==> config.mk <==
export PLATFORM = sky130hd
export DESIGN_NAME = lfsr_gen
export DESIGN_NICKNAME = d
export VERILOG_FILES = /design/src/rtl/lfsr_gen.sv
export SDC_FILE = /design/constraint.sdc
export NUM_CORES = 1
export LEC_CHECK = 0
export CAP_MARGIN = 20
export CORE_UTILIZATION = 54
export DETAILED_ROUTE_END_ITERATION = 6
export HOLD_SLACK_MARGIN = 0.06
export PLACE_DENSITY = 0.85
export SYNTH_ARGS = -nofsm -noshare
export SYNTH_HDL_FRONTEND = slang
export SYNTH_SLANG_ARGS = --single-unit
==> constraint.sdc <==
create_clock -name clk -period 2.8 [get_ports clk]
set_input_delay 0.56 -clock clk [delete_from_list [all_inputs] [get_ports clk]]
set_output_delay 0.56 -clock clk [all_outputs]
set_load 0.02 [all_outputs]
==> src/rtl/lfsr_gen.sv <==
// lfsr_gen: parametrised Fibonacci/Galois LFSR.
// It supports step enable, runtime seed load with zero-seed fallback,
// and on-chip measurement of the sequence period.
module lfsr_gen #(
    parameter int unsigned      WIDTH = 16,
    parameter logic [WIDTH-1:0] TAPS  = 16'hB400,
    parameter logic [WIDTH-1:0] SEED  = WIDTH'(1),
    parameter int unsigned      MODE  = 0
) (
    input  logic             clk,
    input  logic             rst,
    input  logic             en,
    input  logic             load,
    input  logic [WIDTH-1:0] seed_in,
    output logic             out,
    output logic [WIDTH-1:0] reg_out,
    output logic [WIDTH-1:0] step_cnt,
    output logic [WIDTH-1:0] period,
    output logic             period_pulse,
    output logic             seed_err
);

    logic [WIDTH-1:0] reg_q,      reg_d;
    logic [WIDTH-1:0] start_q,    start_d;
    logic [WIDTH-1:0] step_cnt_q, step_cnt_d;
    logic [WIDTH-1:0] period_q,   period_d;
    logic             period_pulse_q, period_pulse_d;
    logic             seed_err_q,     seed_err_d;

    logic             fib_fb;
    logic [WIDTH-1:0] fib_next;
    logic [WIDTH-1:0] gal_next;
    logic [WIDTH-1:0] step_next;
    logic             seed_zero;

    // One LFSR step from the current state in both structures; MODE selects which is used.
    always_comb begin
        fib_fb    = ^(reg_q & TAPS);
        fib_next  = {reg_q[WIDTH-2:0], fib_fb};
        gal_next  = {reg_q[WIDTH-2:0], 1'b0} ^ (reg_q[WIDTH-1] ? TAPS : '0);
        step_next = (MODE == 1) ? gal_next : fib_next;
        seed_zero = (seed_in == '0);
    end

    // Next-state selection with priority load > en > hold, plus period tracking.
    always_comb begin
        reg_d          = reg_q;
        start_d        = start_q;
        step_cnt_d     = step_cnt_q;
        period_d       = period_q;
        period_pulse_d = 1'b0;
        seed_err_d     = 1'b0;
        if (load) begin
            step_cnt_d = '0;
            if (seed_zero) begin
                reg_d      = SEED;
                start_d    = SEED;
                seed_err_d = 1'b1;
            end else begin
                reg_d   = seed_in;
                start_d = seed_in;
            end
        end else if (en) begin
            reg_d = step_next;
            if (step_next == start_q) begin
                step_cnt_d     = '0;
                period_d       = step_cnt_q + WIDTH'(1);
                period_pulse_d = 1'b1;
            end else begin
                step_cnt_d = step_cnt_q + WIDTH'(1);
            end
        end
    end

    // State registers; reset is asynchronous and active-low.
    always_ff @(posedge clk or negedge rst) begin
        if (!rst) begin
            reg_q          <= SEED;
            start_q        <= SEED;
            step_cnt_q     <= '0;
            period_q       <= '0;
            period_pulse_q <= 1'b0;
            seed_err_q     <= 1'b0;
        end else begin
            reg_q          <= reg_d;
            start_q        <= start_d;
            step_cnt_q     <= step_cnt_d;
            period_q       <= period_d;
            period_pulse_q <= period_pulse_d;
            seed_err_q     <= seed_err_d;
        end
    end

    assign reg_out      = reg_q;
    assign out          = reg_q[WIDTH-1];
    assign step_cnt     = step_cnt_q;
    assign period       = period_q;
    assign period_pulse = period_pulse_q;
    assign seed_err     = seed_err_q;

endmodule

==> qor.csv, run 1 <==
metric,value,unit
"most used cell, CP",nand4_1,
Starting Density,0.561,
Post-Route Setup TNS,0,ns
Skew-Pair Late Insertion Delay,0.34,ns
"Reg clk slew, reported paths",0.07,ns
die area,6060,µm²
final hold vios,0,
number of DRC markers in iteration 0,113,
Ports,71,
setup ws final,0.667,ns
"EDFF count, synth",0,
final net count,395,
Core Region,5540,µm²
share of flip-flops with an asynchronous set or reset,1.00,
R2R cell count,6,
most frequent cells in the layout,"69 x clkdlybuf4s50_1, 64 x dfrtp_1, 36 x inv_1, 35 x nand2_1, 35 x o21ai_0",
max frequency,469,MHz
total of max-cap violations,0,
DRC Markers,0,
largest net degree at the start of global routing,35,
sequential share of the synthesized area,0.533,
CP max stage delay,0.42,ns
"flops & latches, synth",66,
CTS Buf Count,9,
Ant. Diodes,0,
GRT Overall Usage,0.241,
"commonest non-fill, non-tap cell in the layout",clkdlybuf4s50_1,
CP max-delay cell,dfrtp_1,
gr ovfl total,0,
share of the synthesized area in the top cell type,0.516,
LEAKAGE,0.00192,µW
CTS max path bufs,2,
# Post-CTS Setup Buffers,0,
syn_nets,320,
fin crit share,0.762,
Setup crit start kind,flop,
number of global-route vias before repair,2357,
status,finished clean,
initial antenna violation count,0,
max-slew violation count,0,
wire per inst,14.7,µm
final number of setup-violating endpoints,0,
Finished Cell Area,4090,µm²
chip width,77.8,µm
Period minus WS final,2.13,ns
Worst Path Required,3.01,ns
routed vias,2361,
Layout area overhead,31.7,%
Syn. warnings,0,
Post-DP Area,3890,µm²
Post-Synthesis Mean Instance Area,10.4,µm²
share of cells above drive strength 1,0.100,
Fill cells,408,
r2r setup slk,0.67,ns
VDD IR max,0.000319,V
Port Buf Inserts,70,
root buffer cell,clkbuf_8,
slew margin rel.,0.500,
post-synthesis cell area,3110,µm²
drt total wl,6650,µm
unrepaired setup endpoints after global routing,no,
global-route wire length before repair,11000,µm
pwr dens,535,nW/µm²
top_reg_cell synth,dfrtp_1,
Die Y,77.8,µm
TritonCTS clock tree,built,
critical path arrival,2.34,ns
pre-CTS WS,0.538,ns
Post-CTS Resized,0,
Sink Count,66,
Post-Synthesis Cells,299,
CP Cell Sequence,xnor2_1 -> nand4_1 -> nor4_1 -> nand4_1 -> buf_12 -> mux2i_1,
H-tree levels,3,
DRT antenna net count,0,
routability congestion estimate,0.840,
Yosys cell types,29,
Hold WS,0.288,ns
Hold Path Class,in2async,
Final HPWL DP,4840,µm
fin util,0.738,
Setup CP Type,reg2reg,
worst slew pin tran,0.751,ns
# rows,27,
DRT Pass-1 Iters,4,
CTS hold repair buffers,0,
Critical Path End Type,flop,
Final Skew,0.00832,ns
top post-synthesis cells by area,"dfrtp_1 52%, mux2i_1 9.3%, xnor2_1 7.1%, o21ai_0 5.6%, inv_1 4.4%",
DR vias/cell,5.24,
Crit Path Max Fanout,14,
post-synth top area cell,dfrtp_1,
sequential cells by signal (all words and copies together), names as in the netlist:
name / count
period: 16
reg_out: 16
start_q: 16
step_cnt: 16
period_pulse: 1
seed_err: 1
synthesized netlist by cell type (2+ instances only):
master	count
dfrtp_1	64
inv_1	36
nand2_1	35
o21ai_0	35
mux2i_1	29
xnor2_1	25
o21ai_2	10
nand4_1	9
nor2_1	9
xor2_1	8
clkbuf_1	7
nand3_1	4
nor4_1	4
mux2_2	3
a311o_2	2
buf_4	2
buf_6	2
dfstp_2	2
nor2b_1	2
nor3_1	2
stage by stage:
step / power [µW] / instances
detailed placement: 1410 / 435
CTS: 2210 / 451
global placement: 1400 / 435
finish: 2190 / 451
global route: 2270 / 451
floorplan: 1250 / 299
per-layer routing:
layer	wire [µm]	vias to the layer above	track usage
met5	0	-	0
met4	187	0	0.136
met3	311	16	0.0435
met2	3300	81	0.404
met1	2860	1126	0.292
li1	-	1138	-
cells by family (layout without fill, tap and decap cells):
kind of cell,after synthesis,in the layout,share of synthesized area
and+or+nand+nor,70,70,0.104
DFF,66,66,0.533
AOI/OAI and AO/OA,49,49,0.0959
buffers and inverters,48,128,0.0657
xor gates and xnor gates,33,33,0.0931
muxes,32,32,0.104
adders and majority gates,1,1,0.00403
layout make-up:
| cell class | count | area, µm² | area share |
|---|---|---|---|
| Clock buffer | 14 | 163 | 0.0398 |
| Inverter | 36 | 135 | 0.0330 |
| Clock inverter | 2 | 35.0 | 0.00857 |
| Multi-Input combinational cell | 185 | 1250 | 0.305 |
| Timing Repair Buffer | 76 | 766 | 0.187 |
| Tap cell | 72 | 90.1 | 0.0220 |
| Sequential cell | 66 | 1650 | 0.404 |
path summary, 6_finish.rpt:
| path | from | end |
|---|---|---|
| worst max-delay path | reg_out[1]$_DFFE_PN0P_ | period[6]$_DFFE_PN0P_ |
| worst min-delay path | rst | period[6]$_DFFE_PN0P_ |
| worst max register to register | reg_out[1]$_DFFE_PN0P_ | period[6]$_DFFE_PN0P_ |
| worst min register to register | period[4]$_DFFE_PN0P_ | period[4]$_DFFE_PN0P_ |
| max in group asynchronous | rst | reg_out[0]$_DFFE_PN1P_ |
| min in group clk | period[4]$_DFFE_PN0P_ | period[4]$_DFFE_PN0P_ |
report_power, final:
group          switching (µW)  internal [µW]  total, µW
Sequential               58.0           1010       1070
Clock                     334            460        794
Combinational             171            158        329
worst max-delay path, delay by kind of cell, from the launching register on:
family	cells	cell delay, ns
buffers and inverters	1	0.29
flip-flops	1	0.42
multiplexers	1	0.12
AND/OR/NAND/NOR	3	0.93
XOR/XNOR	1	0.24
Power figures use the tool's default switching activity.
==> run 2, diff against run 1 <==
- CORE_UTILIZATION: 54 -> 50
- PLACE_DENSITY: 0.85 -> 0.8
- clock period: 2.8 -> 2.22 ns (I/O delays scaled with it)
==> run 2 against run 1 <==
Via count is 0.47% lower. First-iteration DRC count is 8.0% higher. Worst setup slack worse by 0.50 ns.
==> qor.csv, run 2 (synthesis results as in run 1) <==
metric,value,unit,change
DRT Pass-1 Iters,4,,unchanged
drt total wl,6650,µm,about the same
Period minus WS final,2.05,ns,-0.0835 ns
Ant. Diodes,0,,unchanged
largest net degree at the start of global routing,32,,-8.6%
Starting Density,0.521,,-0.0391
chip width,80.8,µm,+3.8%
status,finished clean,,
sequential share of power,0.512,,+0.025
Layout area overhead,31.8,%,about the same
Critical Path End Type,flop,,
Psw,721,µW,+28%
wire per inst,14.5,µm,-1.9%
routability congestion estimate,0.841,,about the same
unrepaired setup endpoints after global routing,no,,
"Reg clk slew, reported paths",0.07,ns,about the same
Ports,71,,unchanged
"most used cell, CP",xnor2_1,,
number of DRC markers in iteration 0,122,,+8.0%
Power Internal,1900,µW,+17%
clock network fraction of total power,0.329,,-0.034
Crit Path Max Fanout,15,,+1
fin util,0.687,,-0.0511
number of global-route vias before repair,2354,,-0.13%
final hold vios,0,,unchanged
CP Cell Sequence,xor2_1 -> xnor2_1 -> xnor2_1 -> a311o_2 -> o21ai_0,,
CP max stage delay,0.59,ns,+0.17 ns
pwr dens,641,nW/µm²,+20%
Skew-Pair Late Insertion Delay,0.34,ns,about the same
routed vias,2350,,-0.47%
VDD IR max,0.000465,V,+46%
DR vias/cell,5.11,,-2.4%
Die Y,80.8,µm,+3.8%
sw frac,0.275,,+0.0172
Worst path top cell family by delay,compound AO/OA/AOI/OAI gates,,
Setup CP Type,reg2reg,,
LEAKAGE,0.00193,µW,+0.39%
gr ovfl total,0,,unchanged
Comb power frac,0.159,,+0.009
worst slew pin tran,0.707,ns,-0.0435 ns
Sink Count,66,,unchanged
max frequency,488,MHz,+4.1%
CTS Buf Count,9,,unchanged
initial antenna violation count,0,,unchanged
max-slew violation count,0,,unchanged
DRT antenna net count,0,,unchanged
Core Region,5960,µm²,+7.5%
# rows,28,,+3.7%
H-tree levels,3,,unchanged
Hold Path Class,in2async,,
CTS max path bufs,2,,unchanged
final net count,401,,+1.5%
GRT Overall Usage,0.234,,-0.00627
most frequent cells in the layout,"69 x clkdlybuf4s50_1, 64 x dfrtp_1, 36 x inv_1, 35 x nand2_1, 35 x o21ai_0",,
global-route wire length before repair,11200,µm,+2.2%
share of cells above drive strength 1,0.114,,+0.0140
fin crit share,0.923,,+0.161
CP max-delay cell,a311o_2,,
Setup crit start kind,flop,,
slew margin rel.,0.529,,+0.0290
Final HPWL DP,4960,µm,+2.4%
die area,6530,µm²,+7.8%
total of max-cap violations,0,,unchanged
root buffer cell,clkbuf_8,,
Buf/Inv on CP,0,,-1
Port Buf Inserts,70,,unchanged
Final Skew,0.00857,ns,+0.000254 ns
Overall Power,2620,µW,+20%
Post-Route Setup TNS,0,ns,unchanged
final number of setup-violating endpoints,0,,unchanged
Worst Path Required,2.48,ns,-0.53 ns
critical path arrival,2.31,ns,-0.03 ns
TritonCTS clock tree,built,,
DRC Markers,0,,unchanged
"commonest non-fill, non-tap cell in the layout",clkdlybuf4s50_1,,
## run 2: repair_timing
action / 4_1_cts / 5_1_grt
resized for setup: 0 / 0
buffers inserted: 0 / 2
endpoints found under the setup margin: 0 / 5
hold buffers: 0 / 0
## run 2: through the flow
stage	cell area (µm²)	std cells	hold WS [ns]	setup WS, ns
floorplan	3110	299	0.148	0.431
global placement	3910	442	0.501	0.189
detailed placement	3910	442	0.502	0.124
CTS	4080	458	0.156	0.121
global route	4090	460	0.192	0.0280
finish	4090	460	0.146	0.171
## run 2: final cells by class
class | instances | area, µm²
Clock inverter | 3 | 15.0
Tap cell | 75 | 93.8
Sequential cell | 66 | 1650
Timing Repair Buffer | 82 | 798
Multi-Input combinational cell | 185 | 1250
Inverter | 36 | 135
Fill cell | 490 | 1860
Clock buffer | 13 | 149
## run 2: power by group through the flow
stage               Sequential (µW)  Clock [µW]  Combinational, µW
floorplan                      1400           0                182
global route                   1350         931                457
global placement               1360           0                410
finish                         1340         864                416
CTS                            1340         890                421
detailed placement             1370           0                419
## run 2: metal layers
layer | up-vias | share of wire | track usage
met2 | 75 | 0.50 | 0.383
met1 | 1111 | 0.44 | 0.295
met5 | - | 0 | 0
met4 | 0 | 0.014 | 0.102
met3 | 8 | 0.047 | 0.0584
li1 | 1156 | - | -
## run 2: final timing paths
check / from / cells after the start / to / slack, ns
setup reg to reg: reg_out[10]$_DFFE_PN0P_ / 5 / step_cnt[4]$_DFFE_PN0P_ / 0.17
min in group clk: period[1]$_DFFE_PN0P_ / 1 / period[1]$_DFFE_PN0P_ / 0.51
max in group asynchronous: rst / 2 / reg_out[0]$_DFFE_PN1P_ / 1.41
setup / recovery: reg_out[10]$_DFFE_PN0P_ / 5 / step_cnt[4]$_DFFE_PN0P_ / 0.17
hold reg to reg: period[1]$_DFFE_PN0P_ / 1 / period[1]$_DFFE_PN0P_ / 0.51
hold / removal: rst / 1 / period[2]$_DFFE_PN0P_ / 0.15
==> run 3, diff against run 2 <==
- CORE_ASPECT_RATIO: not set -> 1.25
==> run 3 against run 2 <==
Worst hold slack worse by 0.044 ns. Core utilization increased by 1.4 points. Critical path depth is 1 higher. Clock power grew 19%. Flip-flop and latch count did not move. Register-to-register slack barely moved. Via count rose by 2.0%. Power is 6.6% higher. Combinational power about the same. Routed wire length fell by 0.63%. Clock-buffer cell count unchanged. Largest power group unchanged.
==> qor.csv, run 3 (synthesis results as in run 1) <==
metric,value,unit,change
worst slew pin tran,0.454,ns,-0.253 ns
Reg-to-Reg End,step_cnt[2]$_DFFE_PN0P_,,
GRT Overall Usage,0.228,,-0.00609
Layout area overhead,33.0,%,
Post-CTS Resized,0,,unchanged
unrepaired setup endpoints after global routing,no,,
Post-Route Setup TNS,0,ns,unchanged
Critical Path End Type,flop,,
Sink Count,66,,unchanged
final number of setup-violating endpoints,0,,unchanged
Final Skew,0.00759,ns,-0.000978 ns
worst setup path startpoint,reg_out[10]$_DFFE_PN0P_,,
Crit Path Max Fanout,5,,-10
Skew-Pair Late Insertion Delay,0.34,ns,about the same
end of the critical path,step_cnt[2]$_DFFE_PN0P_,,
slew margin rel.,0.695,,+0.167
Starting Density,0.527,,+0.00531
Worst Path Required,2.48,ns,about the same
most frequent cells in the layout,"69 x clkdlybuf4s50_1, 64 x dfrtp_1, 36 x inv_1, 35 x nand2_1, 35 x o21ai_0",,
DR vias/cell,5.17,,+1.3%
# rows,31,,+11%
chip width,72.5,µm,-10%
R2R cell count,6,,+1
initial antenna violation count,0,,unchanged
DRC Markers,0,,unchanged
final hold vios,0,,unchanged
total of max-cap violations,0,,unchanged
Ant. Diodes,0,,unchanged
LEAKAGE,0.00194,µW,+0.47%
fin crit share,0.929,,+0.00627
number of global-route vias before repair,2404,,+2.1%
DRT Pass-1 Iters,4,,unchanged
gr ovfl total,0,,unchanged
Ports,71,,unchanged
Core Region,5900,µm²,-1.0%
wire per inst,14.3,µm,-1.3%
Setup crit start kind,flop,,
"Reg clk slew, reported paths",0.07,ns,about the same
pre-CTS WS,0.0829,ns,-0.0410 ns
Die Y,90.1,µm,+12%
share of cells above drive strength 1,0.110,,-0.00405
root buffer cell,clkbuf_8,,
global-route wire length before repair,11400,µm,+1.5%
Setup CP Type,reg2reg,,
status,finished clean,,
r2r setup slk,0.16,ns,about the same
VDD IR max,0.000496,V,+6.6%
R2R Path Start,reg_out[10]$_DFFE_PN0P_,,
CTS max path bufs,2,,unchanged
routability congestion estimate,0.774,,-8.0%
Hold Path Class,in2async,,
pwr dens,677,nW/µm²,+5.6%
drt total wl,6610,µm,-0.63%
number of DRC markers in iteration 0,153,,+25%
setup ws final,0.157,ns,-0.0139 ns
CTS Buf Count,9,,unchanged
critical path arrival,2.32,ns,about the same
CTS hold repair buffers,0,,unchanged
die area,6530,µm²,about the same
TritonCTS clock tree,built,,
Final HPWL DP,4580,µm,-7.6%
H-tree levels,3,,unchanged
"commonest non-fill, non-tap cell in the layout",clkdlybuf4s50_1,,
max frequency,485,MHz,-0.67%
routed vias,2396,,+2.0%
Hold WS,0.103,ns,-0.0437 ns
largest net degree at the start of global routing,67,,+110%
DRT antenna net count,0,,unchanged
final net count,398,,-0.75%
# Post-CTS Setup Buffers,0,,unchanged
Port Buf Inserts,70,,unchanged
Period minus WS final,2.06,ns,+0.0139 ns
max-slew violation count,0,,unchanged
run 3: final cells by class:
cell class,instances,area [µm²]
Fill cell,480,1760
Sequential cell,66,1650
Multi-Input combinational cell,185,1250
Timing Repair Buffer,79,788
Clock buffer,13,169
Inverter,36,135
Tap cell,82,103
Clock inverter,2,35.0
run 3: critical path: stages, from the launching register on:
cell	delay, ns
dfrtp_1	0.46
xor2_1	0.21
xnor2_1	0.34
xnor2_1	0.17
a311o_2	0.47
buf_4	0.17
o21ai_0	0.17
run 3: how the worst min path moves through the flow:
stage                                    endpoint  depth (start not counted)  from  slack (ns)
after floorplan             period[0]$_DFFE_PN0P_                          0   rst        0.15
after global placement      period[3]$_DFFE_PN0P_                          2   rst        0.49
after detailed placement  step_cnt[4]$_DFFE_PN0P_                          2   rst        0.49
after CTS                   period[4]$_DFFE_PN0P_                          2   rst        0.12
after global routing       period[11]$_DFFE_PN0P_                          2   rst        0.12
final                       period[5]$_DFFE_PN0P_                          2   rst        0.10
run 3: through the flow:
stage,power [µW],util,cell area (µm²),std cells
6_report,2800,0.701,4130,463
5_1_grt,2930,0.701,4130,463
4_1_cts,2820,0.701,4130,463
3_5_place_dp,1780,0.666,3930,448
3_3_place_gp,1780,0.666,3930,448
2_1_floorplan,1580,-,3110,299
run 3: layer usage:
layer,vias to the layer above,share of wire,global-route usage
met3,18,0.044,0.0639
met5,-,0,0
met1,1159,0.42,0.284
met2,78,0.51,0.368
met4,0,0.025,0.0948
li1,1141,-,-
run 3: where the power goes:
part,switching [µW],leakage (µW),internal [µW]
registers,75.1,0.000780,1270
logic,215,0.00105,203
clock network,432,0.000106,603
total,721,0.00194,2080
